--- src/rtl/cp0_exception_ctrl_pkg.sv ---
// Shared CP0 definitions: register numbers, exception codes, FSM encodings
// and the Status/Cause field positions used by the controller and regfile.
package cp0_defs;

  // CP0 register numbers
  localparam logic [4:0] CP0_STATUS = 5'd12;
  localparam logic [4:0] CP0_CAUSE  = 5'd13;
  localparam logic [4:0] CP0_EPC    = 5'd14;

  // ExcCode values
  localparam logic [4:0] EXC_INT = 5'd0;
  localparam logic [4:0] EXC_SYS = 5'd8;
  localparam logic [4:0] EXC_RI  = 5'd10;
  localparam logic [4:0] EXC_OV  = 5'd12;

  // Exception sequencer states
  localparam logic [1:0] ST_RUN    = 2'd0;
  localparam logic [1:0] ST_ENTER  = 2'd1;
  localparam logic [1:0] ST_RETURN = 2'd2;

  // Status / Cause field positions
  localparam int STATUS_IE    = 0;
  localparam int STATUS_EXL   = 1;
  localparam int STATUS_IM_LO = 10;
  localparam int CAUSE_EXC_LO = 2;
  localparam int CAUSE_IP_LO  = 10;

endpackage

--- src/rtl/cp0_exception_ctrl_if.sv ---
// Pipeline-to-CP0 signal bundle. The pipeline side (master) drives the
// Mem/Wr/ID stage request fields; the CP0 side (slave) drives the read data,
// flush/redirect controls and status observation outputs.
//
// Handshake semantics: there is no valid/ready back-pressure. mem_valid
// qualifies mem_exc/mem_eret (a bubble never raises an event), wr_cp0_we
// qualifies the mtc0 fields, and every CP0 output is valid in the same cycle
// it is driven; the pipeline must obey flush/pc_redirect unconditionally.
interface cp0_exception_ctrl_if #(
  parameter int IRQ_W = 6
);
  logic [IRQ_W-1:0] irq;
  logic             mem_valid;
  logic [31:0]      mem_pc;
  logic             mem_exc;
  logic [4:0]       mem_exccode;
  logic             mem_eret;
  logic             wr_cp0_we;
  logic [4:0]       wr_cp0_rd;
  logic [31:0]      wr_cp0_wdata;
  logic [4:0]       id_cp0_rd;
  logic [31:0]      id_cp0_rdata;
  logic             flush;
  logic             pc_redirect;
  logic [31:0]      redirect_pc;
  logic             exl;
  logic [1:0]       state_dbg;

  modport master (
    output irq, mem_valid, mem_pc, mem_exc, mem_exccode, mem_eret,
           wr_cp0_we, wr_cp0_rd, wr_cp0_wdata, id_cp0_rd,
    input  id_cp0_rdata, flush, pc_redirect, redirect_pc, exl, state_dbg
  );

  modport slave (
    input  irq, mem_valid, mem_pc, mem_exc, mem_exccode, mem_eret,
           wr_cp0_we, wr_cp0_rd, wr_cp0_wdata, id_cp0_rd,
    output id_cp0_rdata, flush, pc_redirect, redirect_pc, exl, state_dbg
  );
endinterface

--- src/rtl/cp0_exception_ctrl_regfile.sv ---
// CP0 Status/Cause/EPC storage. Exception entry overrides mtc0 for EXL,
// ExcCode and EPC; ERET clears EXL after any same-edge mtc0 Status write.
// The mfc0 read port bypasses a same-cycle mtc0 (except for Cause).
module cp0_regfile
  import cp0_defs::*;
#(
  parameter int IRQ_W = 6
) (
  input  logic             clk,
  input  logic             reset,
  input  logic [IRQ_W-1:0] irq,
  input  logic             wr_we,
  input  logic [4:0]       wr_rd,
  input  logic [31:0]      wr_wdata,
  input  logic [4:0]       rd_addr,
  output logic [31:0]      rd_data,
  input  logic             entry,
  input  logic [4:0]       entry_code,
  input  logic [31:0]      entry_pc,
  input  logic             eret,
  output logic             ie,
  output logic             exl,
  output logic [IRQ_W-1:0] im,
  output logic [IRQ_W-1:0] ip,
  output logic [31:0]      epc
);

  logic [4:0]  exccode_q;
  logic [31:0] status_word;
  logic [31:0] cause_word;
  logic [31:0] wr_status_word;
  logic        wr_status;
  logic        wr_epc;

  assign wr_status = wr_we && (wr_rd == CP0_STATUS);
  assign wr_epc    = wr_we && (wr_rd == CP0_EPC);

  // Register update: later assignments in this block take priority
  always_ff @(posedge clk) begin
    if (reset) begin
      ie        <= 1'b0;
      exl       <= 1'b0;
      im        <= '0;
      ip        <= '0;
      exccode_q <= '0;
      epc       <= '0;
    end else begin
      ip <= irq;
      if (wr_status) begin
        im  <= wr_wdata[STATUS_IM_LO +: IRQ_W];
        exl <= wr_wdata[STATUS_EXL];
        ie  <= wr_wdata[STATUS_IE];
      end
      if (wr_epc) begin
        epc <= wr_wdata;
      end
      if (entry) begin
        exl       <= 1'b1;
        exccode_q <= entry_code;
        epc       <= entry_pc;
      end else if (eret) begin
        exl <= 1'b0;
      end
    end
  end

  // Architectural register views; unimplemented bits read as zero
  always_comb begin
    status_word                             = '0;
    status_word[STATUS_IM_LO +: IRQ_W]      = im;
    status_word[STATUS_EXL]                 = exl;
    status_word[STATUS_IE]                  = ie;
    wr_status_word                          = '0;
    wr_status_word[STATUS_IM_LO +: IRQ_W]   = wr_wdata[STATUS_IM_LO +: IRQ_W];
    wr_status_word[STATUS_EXL]              = wr_wdata[STATUS_EXL];
    wr_status_word[STATUS_IE]               = wr_wdata[STATUS_IE];
    cause_word                              = '0;
    cause_word[CAUSE_IP_LO +: IRQ_W]        = ip;
    cause_word[CAUSE_EXC_LO +: 5]           = exccode_q;
  end

  // mfc0 read port with same-cycle mtc0 bypass
  always_comb begin
    rd_data = '0;
    case (rd_addr)
      CP0_STATUS: rd_data = (wr_status && (rd_addr == wr_rd)) ? wr_status_word : status_word;
      CP0_CAUSE:  rd_data = cause_word;
      CP0_EPC:    rd_data = (wr_epc && (rd_addr == wr_rd)) ? wr_wdata : epc;
      default:    rd_data = '0;
    endcase
  end

endmodule

--- src/rtl/cp0_exception_ctrl.sv ---
// CP0 exception controller: arbitrates Mem-stage exceptions, interrupts and
// ERET, then spends one cycle flushing the pipeline and redirecting the PC.
module cp0_exception_ctrl
  import cp0_defs::*;
#(
  parameter logic [31:0] HANDLER_ADDR = 32'h0000_4180,
  parameter int          IRQ_W        = 6
) (
  input logic                 clk,
  input logic                 reset,
  cp0_exception_ctrl_if.slave bus
);

  logic [1:0]       state_q;
  logic [1:0]       state_d;
  logic [31:0]      ret_target_q;
  logic             in_run;
  logic             int_req;
  logic             take_exc;
  logic             take_int;
  logic             take_eret;
  logic             entry;
  logic [4:0]       entry_code;
  logic [31:0]      eret_target;
  logic             ie;
  logic             exl;
  logic [IRQ_W-1:0] im;
  logic [IRQ_W-1:0] ip;
  logic [31:0]      epc;

  assign in_run  = (state_q == ST_RUN);
  assign int_req = ie && !exl && (|(ip & im)) && bus.mem_valid && !bus.mem_eret;

  // Priority: synchronous exception, then interrupt, then ERET
  assign take_exc   = in_run && bus.mem_exc && bus.mem_valid;
  assign take_int   = in_run && !take_exc && int_req;
  assign take_eret  = in_run && !take_exc && !take_int && bus.mem_eret && bus.mem_valid;
  assign entry      = take_exc || take_int;
  assign entry_code = take_exc ? bus.mem_exccode : EXC_INT;

  // An mtc0 EPC committing alongside ERET supplies the return target
  assign eret_target = (bus.wr_cp0_we && (bus.wr_cp0_rd == CP0_EPC)) ? bus.wr_cp0_wdata : epc;

  // Next-state selection; ENTER and RETURN always last exactly one cycle
  always_comb begin
    state_d = ST_RUN;
    if (entry) begin
      state_d = ST_ENTER;
    end else if (take_eret) begin
      state_d = ST_RETURN;
    end
  end

  // State and ERET target registers
  always_ff @(posedge clk) begin
    if (reset) begin
      state_q      <= ST_RUN;
      ret_target_q <= '0;
    end else begin
      state_q <= state_d;
      if (take_eret) begin
        ret_target_q <= eret_target;
      end
    end
  end

  // Redirect outputs; suppressed while reset is held so no redirect escapes
  always_comb begin
    bus.flush       = 1'b0;
    bus.pc_redirect = 1'b0;
    bus.redirect_pc = '0;
    if (!reset) begin
      if (state_q == ST_ENTER) begin
        bus.flush       = 1'b1;
        bus.pc_redirect = 1'b1;
        bus.redirect_pc = HANDLER_ADDR;
      end else if (state_q == ST_RETURN) begin
        bus.flush       = 1'b1;
        bus.pc_redirect = 1'b1;
        bus.redirect_pc = ret_target_q;
      end
    end
  end

  assign bus.exl       = exl;
  assign bus.state_dbg = state_q;

  cp0_regfile #(
    .IRQ_W (IRQ_W)
  ) u_regfile (
    .clk        (clk),
    .reset      (reset),
    .irq        (bus.irq),
    .wr_we      (bus.wr_cp0_we),
    .wr_rd      (bus.wr_cp0_rd),
    .wr_wdata   (bus.wr_cp0_wdata),
    .rd_addr    (bus.id_cp0_rd),
    .rd_data    (bus.id_cp0_rdata),
    .entry      (entry),
    .entry_code (entry_code),
    .entry_pc   (bus.mem_pc),
    .eret       (take_eret),
    .ie         (ie),
    .exl        (exl),
    .im         (im),
    .ip         (ip),
    .epc        (epc)
  );

endmodule

--- src/flat_wrapper.sv ---
// flat-port wrapper written by rule: the top's interface ports become plain ports
module cp0_exception_ctrl_flat import cp0_defs::*;
#(
  parameter logic [31:0] HANDLER_ADDR = 32'h0000_4180,
  parameter int          IRQ_W        = 6
)
  (clk, reset, bus_irq, bus_mem_valid, bus_mem_pc, bus_mem_exc, bus_mem_exccode, bus_mem_eret, bus_wr_cp0_we, bus_wr_cp0_rd, bus_wr_cp0_wdata, bus_id_cp0_rd, bus_id_cp0_rdata, bus_flush, bus_pc_redirect, bus_redirect_pc, bus_exl, bus_state_dbg);
  cp0_exception_ctrl_if #(.IRQ_W(IRQ_W)) bus_i ();
  input logic clk;
  input logic reset;
  input wire logic [$bits(bus_i.irq)-1:0] bus_irq;
  input wire logic [$bits(bus_i.mem_valid)-1:0] bus_mem_valid;
  input wire logic [$bits(bus_i.mem_pc)-1:0] bus_mem_pc;
  input wire logic [$bits(bus_i.mem_exc)-1:0] bus_mem_exc;
  input wire logic [$bits(bus_i.mem_exccode)-1:0] bus_mem_exccode;
  input wire logic [$bits(bus_i.mem_eret)-1:0] bus_mem_eret;
  input wire logic [$bits(bus_i.wr_cp0_we)-1:0] bus_wr_cp0_we;
  input wire logic [$bits(bus_i.wr_cp0_rd)-1:0] bus_wr_cp0_rd;
  input wire logic [$bits(bus_i.wr_cp0_wdata)-1:0] bus_wr_cp0_wdata;
  input wire logic [$bits(bus_i.id_cp0_rd)-1:0] bus_id_cp0_rd;
  output wire logic [$bits(bus_i.id_cp0_rdata)-1:0] bus_id_cp0_rdata;
  output wire logic [$bits(bus_i.flush)-1:0] bus_flush;
  output wire logic [$bits(bus_i.pc_redirect)-1:0] bus_pc_redirect;
  output wire logic [$bits(bus_i.redirect_pc)-1:0] bus_redirect_pc;
  output wire logic [$bits(bus_i.exl)-1:0] bus_exl;
  output wire logic [$bits(bus_i.state_dbg)-1:0] bus_state_dbg;
  assign bus_i.irq = bus_irq;
  assign bus_i.mem_valid = bus_mem_valid;
  assign bus_i.mem_pc = bus_mem_pc;
  assign bus_i.mem_exc = bus_mem_exc;
  assign bus_i.mem_exccode = bus_mem_exccode;
  assign bus_i.mem_eret = bus_mem_eret;
  assign bus_i.wr_cp0_we = bus_wr_cp0_we;
  assign bus_i.wr_cp0_rd = bus_wr_cp0_rd;
  assign bus_i.wr_cp0_wdata = bus_wr_cp0_wdata;
  assign bus_i.id_cp0_rd = bus_id_cp0_rd;
  assign bus_id_cp0_rdata = bus_i.id_cp0_rdata;
  assign bus_flush = bus_i.flush;
  assign bus_pc_redirect = bus_i.pc_redirect;
  assign bus_redirect_pc = bus_i.redirect_pc;
  assign bus_exl = bus_i.exl;
  assign bus_state_dbg = bus_i.state_dbg;
  cp0_exception_ctrl #(.HANDLER_ADDR(HANDLER_ADDR), .IRQ_W(IRQ_W)) u_core (.clk(clk), .reset(reset), .bus(bus_i));
endmodule
--- config.mk ---
export PLATFORM = sky130hd
export DESIGN_NAME = cp0_exception_ctrl_flat
export DESIGN_NICKNAME = d
export VERILOG_FILES = /design/src/rtl/cp0_exception_ctrl_pkg.sv /design/src/rtl/cp0_exception_ctrl_if.sv /design/src/rtl/cp0_exception_ctrl_regfile.sv /design/src/rtl/cp0_exception_ctrl.sv /design/src/flat_wrapper.sv
export SDC_FILE = /design/constraint.sdc
export NUM_CORES = 1
export LEC_CHECK = 0
export ABC_AREA = 1
export BUFFER_PORTS_ARGS = -buffer_cell sky130_fd_sc_hd__buf_4
export CORE_MARGIN = 2
export CORE_UTILIZATION = 45
export CTS_CLUSTER_DIAMETER = 30
export DETAILED_ROUTE_END_ITERATION = 6
export GPL_TIMING_DRIVEN = 0
export PLACE_DENSITY = 0.78
export RECOVER_POWER = 100
export SKIP_LAST_GASP = 1
export SYNTH_ARGS = -nofsm -noshare
export SYNTH_HDL_FRONTEND = slang
export SYNTH_HIERARCHICAL = 1
export SYNTH_SLANG_ARGS = --single-unit
export TNS_END_PERCENT = 100
--- constraint.sdc ---
create_clock -name clk -period 2.6 [get_ports clk]
set_clock_uncertainty 0.15 [all_clocks]
set_input_delay 0.13 -clock clk [delete_from_list [all_inputs] [get_ports clk]]
set_output_delay 0.13 -clock clk [all_outputs]
set_load 0.05 [all_outputs]
==> metrics.txt, run 1 <==
Worst EP arrival=2630 ps; CTS sink cnt=85; Setup Fix Bufs, Post-CTS=0; Placement Setup Slack=-137.6 ps; share of cells above drive strength 1=between 20 and 25%; Core Area=roughly 0.012 mm²; synthesized cell area=approximately 0.0054 mm²; clk buf depth=2; nets@finish=~1200; worst path bufs/invs=5; antenna violations before repair=0; Via density=between 5 and 6; Post-DRT Antenna Nets=0; Hold Fails Final Rpt=0; largest net degree at the start of global routing=15; r2r startpoint=u_core/bus.state_dbg[0]; CP max stage delay=about 420 ps; Area contributors post-synth=dfxtp_1 31%, nand2_1 14%, nand3_1 10%; first-pass GRT wire length=31080 µm; CP cell instances=inv_1, ha_1, nand2_1, inv_2, nand2_1, nand2_1, inv_1, clkbuf_2, clkbuf_2, nand3_1, a31oi_1; IO buf count=around 160; Slew HR=a little under half; share of flip-flops with an asynchronous set or reset=0%; max cap viols=0; mux cell area share after synthesis=0%; status=finished clean; slowest CP cell=dfxtp_1; DR pass1 iterations=6; CP startpoint kind=register; post-synthesis adder-cell area fraction=less than 1%; chip height=about 110 µm; worst slew pin tran=about 800 ps; Die W=~110 µm; Num CTS Buffers=9; Final period util=between 90% and 100%; crit path launch=u_core/bus.state_dbg[0]; worst hold path depth=3; clk slew on worst S/H paths=70 ps; FP Rows=40; final WL=20440 µm; CP Capture Type=register; Post-Synth Simple-Gate Area=between 30% and 40%; CTS tree=built; register bit count reported by yosys=85; Synth top area share=between 30 and 40%; Max VDD drop=roughly 0.00031 V; setup violators final=0; fin crit period=2520 ps; I/O pins=between 150 and 200; clk root buf=clkbuf_16; Post-Synth XOR/XNOR Area=less than 1%; dominant synthesized flop cell=dfxtp_1; total gr overflow=0; Fmax=around 400 MHz; vias in the first global route=approximately 6100; die area=0.01297 mm²; clk_lat worst skew=roughly 340 ps; reg-to-reg setup timing slack=about 80 ps; RSZ-0062 raised after global routing=no; Post-synth EDFFs=0; syn avg cell area=roughly 6.4 µm²; leak pwr=between 3 and 4 nW; Initial Utilization=45.63%; DR DRC count=0; critical path endpoint=u_core/u_regfile/epc[16]; DR iter-0 viols=620; Max Slew Vio Count=0; post-route core utilization=~64%; sequential-to-total area share from yosys stat=a little under a third; global-route usage over all layers=about 31%; Final HPWL DP=between 10000 and 15000 µm; R2R depth=11; top cell type by total area after synthesis=dfxtp_1; Synth Area in Compound Gates=roughly an eighth; setup slack after layout=80.33 ps; H-tree Lvls=3; Worst Path Max Fanout=10; Worst Setup Path Type=register to register; critical path depth=11; CP top delay family=buffers and inverters; # diodes=0; PwrDens=approximately 450 mW/mm²; area grow syn2layout=41.28%; post-detailed-route wirelength per cell=16.36 µm; Syn Inst Count=approximately 850; worst flop-to-flop path endpoint=u_core/u_regfile/epc[16]; WP data required=between 2000 and 3000 ps; Synth Net Count=approximately 950; gpl congestion=0.9371; Top cell by count, worst path=nand2_1; yosys warns=6; vias=around 6600; Cell variety after synth=35; HP Class=primary input to register; main combinational cell family by area after synthesis=simple AND/OR/NAND/NOR gates
-- power breakdown --
| part | switching, mW | leakage (nW) | internal (mW) | total [mW] |
|---|---|---|---|---|
| clock | 0.547 | 0.160 | 0.872 | 1.42 |
| sequential | 0.0346 | 0.694 | 1.36 | 1.40 |
| combinational | 0.366 | 2.54 | 0.279 | 0.645 |
-- kinds of logic after synthesis --
| logic type | Yosys count |
|---|---|
| and+or+nand+nor | 455 |
| buffers and inverters | 186 |
| DFF | 85 |
| adders and majority gates | 3 |
| xor gates and xnor gates | 2 |
| AOI/OAI and AO/OA | 123 |
-- stage by stage --
step | TNS (ps) | hold slack, ps | cells | instance area [µm²] | power [mW]
2_1_floorplan | -1464 | 86.97 | 854 | 5485 | 1.730
3_3_place_gp | -1223 | 184.3 | 1159 | 6855 | 1.965
3_5_place_dp | -1631 | 188.2 | 1159 | 6855 | 1.974
4_1_cts | -14.42 | 0.6805 | 1249 | 7925 | 3.454
5_1_grt | 0 | 26.15 | 1249 | 7679 | 3.572
6_report | 0 | 15.50 | 1249 | 7679 | 3.461
-- cells in the final DEF (no fill, tap or decap), types with 4 or more instances in the layout --
master	count
clkbuf_4	4
inv_2	5
nand3_1	117
clkbuf_1	41
nand2_1	208
clkbuf_2	42
a31oi_1	32
buf_2	21
dfxtp_1	85
buf_4	101
a21oi_1	58
buf_6	7
nor3_2	10
clkbuf_16	9
nand2_2	12
inv_1	118
nand3_2	17
nor2_1	59
a211oi_1	7
nor2_4	4
o21ai_1	12
nor3_1	19
dlygate4sd3_1	74
o21ai_0	14
-- area by class of cell --
type                    instances  area [µm²]
well taps                     147       183.9
flip-flops and latches         85        1702
clock inverters                 5       82.58
multi-input cells             583        2883
fillers                      1095        4233
inverters                     124       466.7
clock buffers                  11       242.7
plain buffers                  62       367.9
repair buffers                232        1750
-- state kept, by name, indices dropped and copies added (netlist names) --
| register | count |
|---|---|
| u_core/ret_target_q | 32 |
| u_core/u_regfile/epc | 32 |
| u_core/u_regfile/im | 6 |
| u_core/u_regfile/ip | 6 |
| u_core/u_regfile/exccode_q | 5 |
| u_core/bus.state_dbg | 2 |
| u_core/u_regfile/exl | 1 |
| u_core/u_regfile/ie | 1 |
-- worst min-delay path, stage by stage --
cell and delay [ps]:
buf_4 130, nand3_1 100, a31oi_1 80
-- worst min path at each step --
stage	from	slack, ps	end
global placement	bus_irq[5]	180	u_core/u_regfile/ip[5]
CTS	bus_wr_cp0_wdata[30]	0.7	u_core/u_regfile/epc[30]
detailed placement	bus_irq[0]	190	u_core/u_regfile/ip[0]
global route	bus_wr_cp0_wdata[30]	30	u_core/u_regfile/epc[30]
finish	bus_wr_cp0_wdata[30]	20	u_core/u_regfile/epc[30]
floorplan	bus_irq[0]	90	u_core/u_regfile/ip[0]
-- Yosys cell counts, types with 2 or more instances --
cell      number
buf_4          8
nand2_2       12
a21oi_1       58
nand2_1      207
buf_1          3
nand3_1      114
clkbuf_8       2
inv_2          5
a31oi_1       32
nor2_2         4
o21ai_1       13
nand3_2       20
clkbuf_1      20
o21ai_0       13
a211oi_1       7
ha_1           3
buf_2         19
nor3_1        29
buf_6          7
nand4_1        2
nor2_4         4
dfxtp_1       85
inv_1        118
nor2_1        58
-- per-layer routing --
layer,global-route usage [%],up-vias,share of wire [%]
met5,0,-,0
met4,10.57,0,3.2
met3,4.357,55,8.9
met2,52.69,372,47
met1,39.29,2983,41
li1,-,3229,-
-- timing repair --
action | 4_1_cts | 5_1_grt
hold endpoints to repair | 52 | 0
resized for setup | 3 | 6
setup endpoints to repair | 22 | 23
gates cloned | 0 | 0
hold buffers | 74 | 0
pin swaps | 0 | 0
No activity file was read; power rests on OpenSTA's default activity.
==> inputs of run 2 (changes only) <==
Settings changed: ABC_AREA 1 to unset, PLACE_DENSITY 0.78 to 0.79.
==> metrics.txt, run 2 <==
clk slew on worst S/H paths=60 ps (about the same); placed cells=876 (-24%); Synth Net Count=671 (-29%); Post-DRT Antenna Nets=0 (unchanged); WP data required=2320 ps (-390 ps); # diodes=0 (unchanged); PwrDens=457.8 mW/mm² (+1.6%); commonest non-fill, non-tap cells in the layout=142 x buf_4, 85 x dfxtp_1, 83 x nor2_1; GR Util met3=4.174% (-0.18 points); Worst EP arrival=2200 ps (-430 ps); Regs by FF count=u_core/ret_target_q: 32 flops, u_core/u_regfile/epc: 32 flops; H-tree Lvls=3 (unchanged); Final period util=95.54% (-1.4 points); top cell type by total area after synthesis=dfxtp_1; Via density=5.735 (+7.9%); Area contributors post-synth=dfxtp_1 33%, mux2i_1 13%, mux2_2 7.3%; Worst Setup Path Type=primary input to output port; Worst Path Max Fanout=10 (unchanged); global-route usage over all layers=28.79% (-1.8 points); worst flop-to-flop path endpoint=u_core/u_regfile/epc[10]; Initial Utilization=46.52% (+0.89 points); vias in the first global route=5140 (-16%); CTS tree=built; M2 GR Usage=49.04% (-3.7 points); Syn Inst Count=577 (-32%); yosys warns=6 (unchanged); setup TNS=0 ps (unchanged); Num CTS Buffers=9 (unchanged); clk root buf=clkbuf_16; Post-synth EDFFs=0 (unchanged); post-detailed-route wirelength per cell=19.02 µm (+16%); CP startpoint kind=primary input; Fmax=402.6 MHz (+1.4%); reg-to-reg setup timing slack=150 ps (+70 ps); DR pass1 iterations=5 (-1); synthesized cell area=0.005087 mm² (-6.4%); clk_lat worst skew=330 ps (about the same); hold_sp=bus_mem_exccode[3]; Post-synth top cells=85 x dfxtp_1, 83 x nor2_1, 65 x mux2i_1; die area=0.01217 mm² (-6.2%); Cell variety after synth=40 (+14%); chip height=110.3 µm (-3.1%); DR DRC count=0 (unchanged); Hold Fails Final Rpt=0 (unchanged); vias=5391 (-19%); commonest non-fill, non-tap cell in the layout=buf_4; final WL=17880 µm (-13%); count leader, synth=dfxtp_1; Max VDD drop=0.0002717 V (-13%); met1 global-route usage=37.31% (-2.0 points); clk buf depth=2 (unchanged); DR iter-0 viols=421 (-32%); share of flip-flops with an asynchronous set or reset=0% (unchanged); Finished Layout Cells=940 (-25%); Hold EP=u_core/u_regfile/exccode_q[3]; gpl congestion=0.9157 (-2.3%); status=finished clean; largest net degree at the start of global routing=14 (-1); Final HPWL DP=12630 µm (-10%); fin crit period=2484 ps (-35.70 ps); r2r startpoint=u_core/bus.state_dbg[0]; IO buf count=159 (+0.63%); worst slew pin tran=815.0 ps (+9.103 ps); Fillers=908 (-17%); CP Capture Type=output port; syn avg cell area=8.817 µm² (+39%); Slew HR=45.66% (-0.61 points); leak pwr=3.112 nW (-8.4%); share of cells above drive strength 1=30.00% (+7.6 points); R2R depth=8 (-3); Core Area=0.01094 mm² (-8.2%); worst hold path depth=4 (+1); total gr overflow=0 (unchanged); Max Slew Vio Count=0 (unchanged); busiest layer in global routing=met2; antenna violations before repair=0 (unchanged); FP Rows=38 (-5.0%); nets@finish=890 (-25%); max cap viols=0 (unchanged); Synth top area share=33.45% (+2.1 points); register bit count reported by yosys=85 (unchanged); first-pass GRT wire length=26610 µm (-14%); dominant synthesized flop cell=dfxtp_1; I/O pins=160 (unchanged); HP Class=primary input to register; sequential-to-total area share from yosys stat=33.45% (+2.1 points); area grow syn2layout=40.56%; Die W=110.3 µm (-3.1%); setup violators final=0 (unchanged); CTS sink cnt=85 (unchanged)
==> run 2: cell count changes in the layout (fill, tap and decap cells not counted), sizes merged, moves of 27 or more <==
cell / change
and2: +34
a21oi: -34
a31oi: -31
mux2i: +65
clkbuf: -33
buf: +27
nand2: -168
nor4: +30
nand3: -133
inv: -120
mux2: +33
nor3: -28
o21bai: +32
==> run 2: report_power, final <==
| group | switching [mW] | internal [mW] | total, mW |
|---|---|---|---|
| Sequential | 0.0349 | 1.36 | 1.39 |
| Combinational | 0.254 | 0.251 | 0.505 |
| Clock | 0.517 | 0.862 | 1.38 |
| Total | 0.806 | 2.47 | 3.27 |
==> run 2: critical path, stage by stage <==
cell      delay, ps
buf_4           140
xor2_1          170
nor3_2          330
and3_1          200
buf_2           270
clkbuf_2        350
nand2_1         100
a21oi_1         250
buf_4           250
==> run 2: per-layer routing <==
layer | share of wire [%] | up-vias
met5 | 0 | -
met4 | 2.9 | 0
met3 | 9.7 | 42
met2 | 48 | 328
met1 | 40 | 2545
li1 | - | 2476
==> run 2: per-stage QoR <==
| stage | power (mW) | util (%) | setup slack, ps | cell area, µm² | hold slack (ps) |
|---|---|---|---|---|---|
| after floorplan | 1.640 | - | 19.74 | 5089 | 108.2 |
| after global placement | 1.848 | 59.05 | -278.6 | 6457 | 198.3 |
| after detailed placement | 1.861 | 59.05 | -342.6 | 6457 | 200.5 |
| after CTS | 3.281 | 66.35 | 36.07 | 7256 | 4.057 |
| after global routing | 3.365 | 65.39 | -4.204 | 7151 | 15.98 |
| final | 3.274 | 65.39 | 116.0 | 7151 | 6.093 |
==> run 2: final cells by class <==
| cell class | count | area (µm²) | area share, % |
|---|---|---|---|
| Clock inverter | 4 | 72.57 | 1.015 |
| Clock buffer | 11 | 242.7 | 3.395 |
| Tap cell | 140 | 175.2 | 2.450 |
| Timing Repair Buffer | 208 | 1623 | 22.69 |
| Inverter | 4 | 15.01 | 0.2100 |
| Sequential cell | 85 | 1702 | 23.80 |
| Buffer | 53 | 282.8 | 3.955 |
| Multi-Input combinational cell | 435 | 3038 | 42.48 |
==> run 2: kinds of logic (layout without fill, tap and decap cells) <==
kind of cell             after synthesis  after routing  share of synthesized area [%]
adder cells (fa/ha/maj)                3              3                         0.7379
AO/OA/AOI/OAI                        106            106                          16.43
buffers and inverters                 57            280                          5.952
XOR/XNOR                               3              3                         0.5166
multiplexers                          98             98                          20.09
AND/OR/NAND/NOR                      225            225                          22.82
flip-flops                            85             85                          33.45
==> run 2: worst max-delay path by stage <==
stage	cells past startpoint	slack (ps)	end	start
finish	9	120	bus_id_cp0_rdata[31]	bus_wr_cp0_rd[2]
global route	7	-4	bus_redirect_pc[17]	u_core/bus.state_dbg[1]
CTS	7	40	bus_redirect_pc[23]	u_core/bus.state_dbg[1]
detailed placement	8	-340	u_core/u_regfile/epc[17]	u_core/bus.state_dbg[1]
global placement	8	-280	u_core/u_regfile/epc[16]	u_core/bus.state_dbg[1]
floorplan	8	20	u_core/u_regfile/epc[14]	u_core/bus.state_dbg[0]
==> run 2: what timing repair did <==
action	CTS	global route
setup endpoints to repair	20	15
hold endpoints to repair	48	0
hold buffers	48	0
pin swaps	0	1
resized for setup	2	6
gates cloned	0	0
setup buffers	0	1
==> inputs of run 3 (changes only) <==
Settings changed: CORE_MARGIN 2 to unset, CTS_BUF_LIST set to sky130_fd_sc_hd__clkbuf_8 sky130_fd_sc_hd__clkbuf_16.
==> metrics.txt, run 3 (synthesis gave the netlist of run 2 again) <==
clk slew on worst S/H paths=60 ps (about the same); total gr overflow=0 (unchanged); clk root buf=clkbuf_16; fin crit period=2545 ps (+61.29 ps); area grow syn2layout=40.16%; setup TNS=0 ps (unchanged); leak pwr=3.120 nW (+0.26%); nets@finish=890 (unchanged); CTS tree=built; Slew HR=47.20% (+1.5 points); commonest non-fill, non-tap cell in the layout=buf_4; Regs by FF count=u_core/ret_target_q: 32 flops, u_core/u_regfile/epc: 32 flops; post-detailed-route wirelength per cell=18.50 µm (-2.7%); setup violators final=0 (unchanged); PwrDens=431.4 mW/mm² (-5.8%); Core Area=0.01094 mm² (unchanged); Final HPWL DP=12360 µm (-2.1%); status=finished, violations left; Worst EP arrival=2270 ps (+70 ps); FP Rows=38 (unchanged); Max VDD drop=0.0002749 V (+1.2%); DR pass1 iterations=7 (+2); IO buf count=159 (unchanged); clk buf depth=2 (unchanged); gpl congestion=0.9297 (+1.5%); Worst Path Max Fanout=10 (unchanged); r2r startpoint=u_core/bus.state_dbg[0]; DR iter-0 viols=450 (+6.9%); setup slack after layout=54.73 ps (-61.29 ps); Post-DRT Antenna Nets=0 (unchanged); CP startpoint kind=primary input; CTS sink cnt=85 (unchanged); worst slew pin tran=792.0 ps (-23.06 ps); Placement Setup Slack=-307.5 ps (+35.08 ps); commonest non-fill, non-tap cells in the layout=151 x buf_4, 85 x dfxtp_1, 83 x nor2_1; worst hold slack=-3.098 ps (-9.191 ps); Fmax=392.9 MHz (-2.4%); Via density=5.760 (+0.44%); antenna violations before repair=0 (unchanged); Die W=108.3 µm (-1.8%); Num CTS Buffers=9 (unchanged); crit path launch=bus_wr_cp0_rd[2]; Fillers=897 (-1.2%); global-route usage over all layers=29.74% (+0.95 points); Final period util=97.89% (+2.4 points); Post-DP Area=0.006457 mm² (unchanged); die area=0.01173 mm² (-3.6%); Finished Cell Area=0.007131 mm² (-0.28%); first-pass GRT wire length=26690 µm (+0.31%); WP data required=2320 ps (about the same); H-tree Lvls=3 (unchanged); # diodes=0 (unchanged); largest net degree at the start of global routing=13 (-1); share of cells above drive strength 1=29.79% (-0.21 points); HP Class=primary input to register; Initial Utilization=46.52% (unchanged); DR DRC count=0 (unchanged); I/O pins=160 (unchanged); failing checks=negative hold slack; hold_sp=bus_mem_exccode[1]; reg-to-reg setup timing slack=140 ps (about the same); Hold Fails Final Rpt=1 (+1); final WL=17370 µm (-2.8%); vias=5409 (+0.33%); Worst Setup Path Type=primary input to output port; vias in the first global route=5327 (+3.6%); clk_lat worst skew=330 ps (about the same); Max Slew Vio Count=0 (unchanged); post-route total power=3.076 mW (-6.0%); CP Capture Type=output port; max cap viols=0 (unchanged); chip height=108.3 µm (-1.8%)
==> run 3: changes by cell type in the layout (fill, tap and decap cells not counted), sizes merged <==
cell      change
clkinv        +1
clkinvlp      -1
bufinv        -2
buf          +11
clkbuf       -11
inv           +1
==> run 3: repair_timing <==
action	CTS	global route
hold buffers	48	0
endpoints found under the setup margin	20	30
pin swaps	0	1
gates resized for setup	2	6
hold endpoints to repair	48	0
buffers inserted	0	1
==> run 3: final cells by class <==
type	count	area (µm²)	area share [%]
Clock buffer	11	252.7	3.544
Multi-Input combinational cell	435	3033	42.53
Clock inverter	3	13.76	0.1930
Sequential cell	85	1702	23.86
Buffer	53	291.5	4.088
Inverter	4	15.01	0.2106
Timing Repair Buffer	208	1648	23.11
Tap cell	140	175.2	2.457
==> run 3: routing by layer <==
metal / GRT usage, % / share of wire (%) / vias to the layer above
met5: 0 / 0 / -
met2: 49.18 / 47 / 354
met3: 4.882 / 9.5 / 56
li1: - / - / 2480
met4: 15.93 / 4.0 / 0
met1: 36.95 / 40 / 2519
==> run 3: final timing paths <==
| check | end | depth (start not counted) |
|---|---|---|
| min | u_core/u_regfile/exccode_q[1] | 4 |
| min reg2reg | u_core/u_regfile/exccode_q[0] | 2 |
| max | bus_id_cp0_rdata[1] | 9 |
| max reg2reg | u_core/u_regfile/epc[22] | 8 |
==> run 3: critical path, cell delays in order <==
cell	delay [ps]
buf_4	140
xor2_1	160
nor3_1	410
and3_1	240
buf_2	260
buf_2	350
mux2i_1	120
o22ai_1	220
buf_4	240
==> run 3: metrics by stage <==
stage | util [%] | instances
6_report | 65.21 | 939
5_1_grt | 65.21 | 939
4_1_cts | 65.90 | 938
3_5_place_dp | 59.05 | 876
3_3_place_gp | 59.05 | 876
2_1_floorplan | - | 577
==> run 3: where the power goes <==
group          internal (mW)  switching, mW
sequential              1.36         0.0352
combinational          0.252          0.251
clock                  0.682          0.500
total                   2.29          0.786
